**src/rtl/mem_stage_lsu.sv**
```systemverilog
// mem_stage_lsu: MEM-stage load/store unit with one req/ack transaction per memory op and a pipeline stall while it is outstanding
// Ports:
//   i_clk, i_rst_n                 clock, asynchronous active-low reset
//   i_valid_m, i_mem_rd_m, i_mem_wr_m, i_funct3_m, i_addr_m, i_wr_data_m   MEM-stage instruction
//   o_dmem_req/we/addr/be/wdata    registered data-memory request
//   i_dmem_ack, i_dmem_rdata       memory completion and read word
//   o_mem_out_m                    aligned/extended load result for MEM/WB
//   o_stall                        pipeline hold (clk_en = ~o_stall)
//   o_misaligned                   misaligned access flag
//   o_bus_err                      timeout flag, valid in DONE
module mem_stage_lsu #(
  parameter int TIMEOUT_CYCLES = 255
) (
  input  logic        i_clk,
  input  logic        i_rst_n,
  input  logic        i_valid_m,
  input  logic        i_mem_rd_m,
  input  logic        i_mem_wr_m,
  input  logic [2:0]  i_funct3_m,
  input  logic [31:0] i_addr_m,
  input  logic [31:0] i_wr_data_m,
  output logic        o_dmem_req,
  output logic        o_dmem_we,
  output logic [31:0] o_dmem_addr,
  output logic [3:0]  o_dmem_be,
  output logic [31:0] o_dmem_wdata,
  input  logic        i_dmem_ack,
  input  logic [31:0] i_dmem_rdata,
  output logic [31:0] o_mem_out_m,
  output logic        o_stall,
  output logic        o_misaligned,
  output logic        o_bus_err
);
  typedef enum logic [1:0] {IDLE, BUSY, DONE} state_t;
  localparam logic [7:0] LP_TO = 8'(TIMEOUT_CYCLES);
  state_t      r_state, w_next;
  logic [7:0]  r_cnt;
  logic [2:0]  r_funct3;
  logic [1:0]  r_lo;
  logic        r_req, r_we, r_bus_err;
  logic [31:0] r_addr, r_wdata, r_mem_out;
  logic [3:0]  r_be;
  logic        w_op, w_byte, w_half, w_mis, w_timeout, w_r_byte, w_r_half, w_uns;
  logic [7:0]  w_cnt_nxt, w_ld_b;
  logic [15:0] w_ld_h;
  logic [3:0]  w_be;
  logic [31:0] w_wdata, w_load;
  // Codes other than B/H/BU/HU fall through to word accesses.
  assign w_op      = i_valid_m & (i_mem_rd_m | i_mem_wr_m);
  assign w_byte    = i_funct3_m[1:0] == 2'b00;
  assign w_half    = i_funct3_m[1:0] == 2'b01;
  assign w_mis     = w_half ? i_addr_m[0] : (!w_byte && i_addr_m[1:0] != 2'b00);
  assign w_be      = w_byte ? 4'b0001 << i_addr_m[1:0] : w_half ? (i_addr_m[1] ? 4'b1100 : 4'b0011) : 4'b1111;
  assign w_wdata   = w_byte ? {4{i_wr_data_m[7:0]}} : w_half ? {2{i_wr_data_m[15:0]}} : i_wr_data_m;
  assign w_cnt_nxt = r_cnt + 8'd1;
  assign w_timeout = w_cnt_nxt == LP_TO;
  // Load extraction uses the lane and size captured in IDLE, not the live inputs.
  assign w_r_byte  = r_funct3[1:0] == 2'b00;
  assign w_r_half  = r_funct3[1:0] == 2'b01;
  assign w_uns     = r_funct3[2];
  assign w_ld_b    = r_lo[1] ? (r_lo[0] ? i_dmem_rdata[31:24] : i_dmem_rdata[23:16])
                             : (r_lo[0] ? i_dmem_rdata[15:8]  : i_dmem_rdata[7:0]);
  assign w_ld_h    = r_lo[1] ? i_dmem_rdata[31:16] : i_dmem_rdata[15:0];
  assign w_load    = w_r_byte ? {{24{~w_uns & w_ld_b[7]}}, w_ld_b}
                   : w_r_half ? {{16{~w_uns & w_ld_h[15]}}, w_ld_h} : i_dmem_rdata;
  assign o_dmem_req   = r_req;
  assign o_dmem_we    = r_we;
  assign o_dmem_addr  = r_addr;
  assign o_dmem_be    = r_be;
  assign o_dmem_wdata = r_wdata;
  assign o_mem_out_m  = r_mem_out;
  assign o_bus_err    = r_bus_err;
  always_ff @(posedge i_clk or negedge i_rst_n)
    if (!i_rst_n) r_state <= IDLE;
    else r_state <= w_next;
  // Stall and misaligned are gated by reset so the pipeline never freezes while reset is held.
  always_comb begin
    w_next = r_state;
    o_stall = 1'b0;
    o_misaligned = 1'b0;
    case (r_state)
      IDLE: begin
        o_misaligned = w_op & w_mis;
        o_stall = w_op & ~w_mis;
        w_next = (w_op & ~w_mis) ? BUSY : IDLE;
      end
      BUSY: begin
        o_stall = 1'b1;
        w_next = (i_dmem_ack | w_timeout) ? DONE : BUSY;
      end
      DONE: w_next = IDLE;
      default: w_next = IDLE;
    endcase
    if (!i_rst_n) begin
      o_stall = 1'b0;
      o_misaligned = 1'b0;
    end
  end
  always_ff @(posedge i_clk or negedge i_rst_n)
    if (!i_rst_n) begin
      r_cnt <= '0;
      r_funct3 <= '0;
      r_lo <= '0;
      r_req <= 1'b0;
      r_we <= 1'b0;
      r_addr <= '0;
      r_be <= '0;
      r_wdata <= '0;
      r_mem_out <= '0;
      r_bus_err <= 1'b0;
    end else begin
      case (r_state)
        IDLE:
          if (w_op && !w_mis) begin
            r_req <= 1'b1;
            r_we <= i_mem_wr_m;
            r_addr <= {i_addr_m[31:2], 2'b00};
            r_be <= w_be;
            r_wdata <= w_wdata;
            r_funct3 <= i_funct3_m;
            r_lo <= i_addr_m[1:0];
            r_cnt <= '0;
          end else if (w_op) r_mem_out <= '0;
        BUSY: begin
          r_cnt <= w_cnt_nxt;
          if (i_dmem_ack) begin
            r_req <= 1'b0;
            if (!r_we) r_mem_out <= w_load;
          end else if (w_timeout) begin
            r_req <= 1'b0;
            r_mem_out <= '0;
            r_bus_err <= 1'b1;
          end
        end
        DONE: r_bus_err <= 1'b0;
        default: r_bus_err <= 1'b0;
      endcase
    end
endmodule

```
**config.mk**
```make
export PLATFORM = sky130hd
export DESIGN_NAME = mem_stage_lsu
export DESIGN_NICKNAME = d
export VERILOG_FILES = /design/src/rtl/mem_stage_lsu.sv
export SDC_FILE = /design/constraint.sdc
export NUM_CORES = 1
export LEC_CHECK = 0
export ABC_AREA = 0
export ABC_CLOCK_PERIOD_IN_PS = 6700
export CORE_ASPECT_RATIO = 0.8
export CORE_MARGIN = 3
export CORE_UTILIZATION = 49
export DETAILED_ROUTE_END_ITERATION = 12
export GPL_ROUTABILITY_DRIVEN = 0
export GPL_TIMING_DRIVEN = 0
export PLACE_DENSITY = 0.93
export REMOVE_ABC_BUFFERS = 1
export SLEW_MARGIN = 20
export SYNTH_ARGS = -nofsm -noshare
export SYNTH_HDL_FRONTEND = slang
export SYNTH_SLANG_ARGS = --single-unit
```
**constraint.sdc**
```tcl
create_clock -name i_clk -period 6.7 [get_ports i_clk]
set_clock_uncertainty 0.2 [all_clocks]
set_input_delay 1.34 -clock i_clk [delete_from_list [all_inputs] [get_ports i_clk]]
set_output_delay 1.34 -clock i_clk [all_outputs]
set_load 0.05 [all_outputs]
```
### Yosys cells after proc, flatten, opt, wreduce, memory -nomap -nowiden

Cells that the tools add are included.

| cells by class | value |
|---|---|
| shift operators | 1 |
| add/sub/neg operators | 1 |
| equal/unequal tests | 11 |
| bitwise logic cells | 10 |
| muxes and demuxes | 34 |
| reduce and logical (&&, ||, !) cells | 14 |

Operators with widths:

| cell | count |
|---|---|
| $mux 32 | 9 |
| $pmux 32 s2 | 1 |
| $mux 8 | 4 |
| $mux 16 | 1 |
| $pmux 8 s2 | 1 |
| $mux 4 | 3 |
| $mux 1 | 10 |
| $ne 2x2->1 const B | 5 |
| $add 8x1->8 const B | 1 |
| $eq 8x8->1 const B | 1 |
| $eq 2x1->1 const B | 3 |
| $logic_not 2->1 | 3 |
| $ne 3x3->1 const B | 2 |
| $pmux 1 s2 | 3 |
| $reduce_and 3->1 | 2 |
| $and 1x1->1 | 5 |
| $reduce_and 5->1 | 1 |
| $pmux 2 s2 | 1 |
| $reduce_and 2->1 | 2 |
| $reduce_bool 2->1 | 2 |
| $shl 1x2->4 const A | 1 |
| $not 1->1 | 3 |
| $logic_and 1x1->1 | 2 |
| $logic_not 1->1 | 2 |
| 2 further kinds | 3 |

| word-level totals | value |
|---|---|
| bits in registers | 116 |
| input bits | 105 |
| logic and storage cells | 82 |

### Depth between registers and ports, before layout

| depth | value |
|---|---|
| depth in word-level cells | 8 |
| gate-level depth with buffers | 8 |
| depth with buffers taken out | 6 |

### Least setup slack after synthesis

Ideal clock, no wire load.

| timing | value |
|---|---|
| path kind | input-to-output |
| start point | input port i_addr_m[0] |
| end point | output port o_misaligned |
| arrival time | 3.401 ns |
| buffers on the path | 1 |
| stages on the path | 4 |
| setup slack | 1.759 ns |
| data required time | 5.160 ns |
| path through | clkbuf_1 -> a21o_1 -> nand2_1 -> nor4_1 |

| between the ends | value |
|---|---|
| cells in the longest elaborated chain, start to end | 6 |

RTL lines:

| element | RTL line | source |
|---|---|---|
| start: declaration | 20 | `input logic [31:0] i_addr_m,` |
| $reduce_bool 2->1 | 52 | `assign w_mis = w_half ? i_addr_m[0] : (!w_byte && i_addr_m[1:0] != 2'b00);` |
| $logic_and 1x1->1 | 52 |  |
| $mux 1 (*) | 52 |  |
| $and 1x1->1 (*) | 83 | `o_misaligned = w_op & w_mis;` |
| $mux 1 (*) | 81 | `case (r_state)` |
| $mux 1 (*) | 94 | `if (!i_rst_n) begin` |
| end: declaration | 31 | `output logic o_misaligned,` |

Every way passes the cells marked *; elsewhere a longest branch is shown, timed or not.

### Worst setup path in the final report

| timing | value |
|---|---|
| start point | input port i_funct3_m[0] |
| end point | output port o_stall |

| between the ends | value |
|---|---|
| cells in the longest elaborated chain, start to end | 8 |
| elaborated cells on any way between the ends | 9 |
| those cells by class | eq/ne (1); mux (3); bitwise (2); reduce/logical (3) |

RTL lines:

| element | RTL line | source |
|---|---|---|
| start: declaration | 19 | `input logic [2:0] i_funct3_m,` |
| $logic_not 2->1 | 50 | `assign w_byte = i_funct3_m[1:0] == 2'b00;` |
| $logic_not 1->1 | 52 |  |
| $logic_and 1x1->1 | 52 |  |
| $mux 1 (*) | 52 |  |
| $not 1->1 (*) | 84 | `o_stall = w_op & ~w_mis;` |
| $and 1x1->1 (*) | 84 |  |
| $pmux 1 s2 (*) | 81 |  |
| $mux 1 (*) | 94 |  |
| end: declaration | 30 | `output logic o_stall,` |

Marks and branches as above.

==> summary.md <==
| Metric | Value |
|---|---|
| Status | finished clean |
| Critical Path Source Type | input pin |
| Cell count after placement | 924 |
| WP data arrival | roughly 4.4 ns |
| Final TNS setup | 0 ns |
| Root Buffer | clkbuf_16 |
| Cell area after synthesis | a little under 0.006 mm^2 |
| Hold Path Origin | o_dmem_addr[25]$_DFFE_PN0P_ |
| Min Tclk post-route | roughly 6 ns |
| PostCTS Resize Cnt | 0 |
| Mean Syn Cell Area | between 9 and 10 um^2 |
| H-tree depth | 4 |
| Most frequent cell after synthesis | nand2_1 |
| WL per Instance | 18.5 um |
| CTS max path bufs | 2 |
| P&R area growth vs syn | 47.2% |
| Hold Path Class | reg -> reg |
| Worst-skew pair later-pin latency | 0.41 ns |
| Slew Viols, Final | 0 |
| Vias in the first global route | 5533 |
| DP Area | about 0.008 mm^2 |
| Ys flop type | dfrtp_1 |
| Initial Util | roughly half |
| Diode count | 0 |
| I/O pin count | between 200 and 250 |
| Grt ovf | 0 |
| DIE WIDTH | between 100 and 150 um |
| Row count | 34 |
| Unrepaired setup endpoints after global routing | false |
| Vias | 5298 |
| Die area | between 0.01 and 0.015 mm^2 |
| Largest net degree at the start of global routing | between 60 and 70 |
| Total CTS buffers | 17 |
| CTS tree | yes |
| Post-route clock period utilization | 89.3% |
| GRT Overall Usage | 27.0% |
| Critical R2R Launch | r_lo[1]$_DFFE_PN0P_ |
| Final hold violations | 0 |
| Post-layout net count | 906 |
| DIE HEIGHT | 103 um |
| Relative slew margins | between 20% and 30% |
| Post-CTS Setup Inserts | 0 |
| List of most frequent post-synthesis cells | 148 x nand2_1, 116 x dfrtp_1, 52 x a21oi_1 |
| FMAX | about 0.17 GHz |
| Slew @ Worst Pin | about 1.1 ns |
| Worst vdd ir | between 0.2 and 0.3 mV |
| Warnings, synthesis | 0 |
| R2r worst-path depth | 4 |
| Mapped Cells | around 600 |
| Layout Cells excl Fill | between 900 and 1k |
| DR pass1 iterations | 8 |
| Worst Hold Depth | 2 |
| Starting DRT DRC Count | between 400 and 500 |
| Hpwl dp | ~12000 um |
| Initial antenna violation count | 0 |
| Worst endpoint required time | roughly 5.2 ns |
| Number of synthesized flops with an enable pin | 0 |
| Yosys reg bits | about 120 |
| Synth cell types | 43 |
| Max FO, Critical Path | 13 |
| Reg2reg end | o_mem_out_m[26]$_DFFE_PN0P_ |
| Final Setup Violations | 0 |
| Core area | roughly 0.011 mm^2 |
| Yosys top cell by area | dfrtp_1 |
| Sequential-to-total area share from yosys stat | around half |
| Final ANT Viol Nets | 0 |
| Pre-CTS setup slack | 0.730 ns |
| Post-layout instance area | around 0.0086 mm^2 |
| Crit Path Class | in -> out |
| Post-DR vias/cell | 5.54 |
| Power per Cell Area | ~410 mW/mm^2 |
| Hold-fix buffers, CTS | 0 |
| Async SR Flop Fraction | 100% |
| CTS sink count | 116 |
| # DRC | 0 |
| Final Util | 76.3% |
| Hold endpoint | o_dmem_addr[25]$_DFFE_PN0P_ |
| Synth top area cells | dfrtp_1 50%, nand2_1 9.5%, mux2_4 5.9%, a21oi_1 4.5%, mux2i_1 4.1% |
| MaxCap Viol Count | 0 |
| Leak pwr | 0.00388 uW |
| Critical Path Source | i_funct3_m[0] |
| Fraction of layout cells with a size suffix above 1 | around a tenth |
| Final WS setup | between 0.7 and 0.8 ns |
| Final WL | roughly 18000 um |
| R2r setup slk | 3.68 ns |
| I/O Buffers | slightly above 200 |
| Clock transition at path regs | 0.05 ns |
| Yosys top cell area share | 49.9% |
| First-pass GRT wire length | about 28000 um |
| Crit end category | output pin |
## state kept, by name (all words and copies together) (netlist names)
name          count
o_dmem_wdata     32
o_mem_out_m      32
o_dmem_addr      30
r_cnt             8
o_dmem_be         4
r_funct3          3
r_lo              2
r_state           2
o_bus_err         1
o_dmem_req        1
o_dmem_we         1
## metal layers
| layer | wire [um] | vias to the layer above | track usage, % | part of all wire [%] |
|---|---|---|---|---|
| li1 | - | 2443 | - | - |
| met1 | 6670 | 2541 | 32.3 | 38 |
| met2 | 8830 | 271 | 46.3 | 50 |
| met3 | 1700 | 43 | 8.62 | 9.6 |
| met4 | 471 | 0 | 10.2 | 2.7 |
| met5 | 0 | - | 0 | 0 |
## cell usage in the layout (no fill, tap or decap), types with 3 or more instances in the layout
cell type and instances:
nor2b_1 9, nand2b_1 5, a221oi_1 7, mux2i_1 24, clkbuf_16 17, mux4_2 9, inv_1 35, nor3_1 3
or2_2 3, a21o_1 3, nand3_1 6, clkinvlp_4 6, o21ai_0 32, bufinv_16 3, buf_6 4, clkdlybuf4s50_1 205
nor2_1 38, a21oi_1 52, nand2_1 148, dfrtp_1 116, o22ai_1 23, mux2_4 23
## power by group
group / total [uW] / switching (uW) / internal, uW
Sequential: 1060 / 175 / 885
Clock: 932 / 326 / 605
Combinational: 1510 / 963 / 544
Total: 3500 / 1460 / 2030
## cell families (layout without fill, tap and decap cells)
logic type | after synthesis | in the layout | share of synthesized area, %
xor gates and xnor gates | 3 | 3 | 0.452
and+or+nand+nor | 221 | 221 | 15.8
DFF | 116 | 116 | 49.9
AOI/OAI and AO/OA | 130 | 130 | 13.6
other | 1 | 2 | 0.0644
buffers and inverters | 77 | 280 | 5.93
muxes | 58 | 58 | 13.9
adders and majority gates | 2 | 2 | 0.430
## critical path, stage by stage
cell and delay [ns]:
clkdlybuf4s50_1 0.82, a21o_1 0.40, a2111oi_4 0.59, buf_6 0.24, nor2_1 0.11, nor2_1 0.11, clkdlybuf4s50_1 0.81
## worst max path at each step
stage	to	slack (ns)	cells after the start
floorplan	o_stall	-1.21	4
global placement	o_stall	-4.49	6
detailed placement	o_stall	0.73	7
CTS	o_stall	0.72	7
global route	o_stall	0.56	7
finish	o_stall	0.72	7
## area by class of cell
class | instances | area [um^2]
Tap cell | 144 | 180
Timing Repair Buffer | 213 | 2140
Clock inverter | 11 | 153
Fill cell | 703 | 2660
Clock buffer | 21 | 460
Multi-Input combinational cell | 416 | 2600
Sequential cell | 116 | 2900
Inverter | 35 | 131
## through the flow
| step | power, uW | hold WS [ns] |
|---|---|---|
| 2_1_floorplan | 1980 | 0.251 |
| 3_3_place_gp | 2520 | 0.258 |
| 3_5_place_dp | 2560 | 0.265 |
| 4_1_cts | 3510 | 0.280 |
| 5_1_grt | 3650 | 0.301 |
| 6_report | 3500 | 0.277 |
Power figures use the tool's default switching activity.
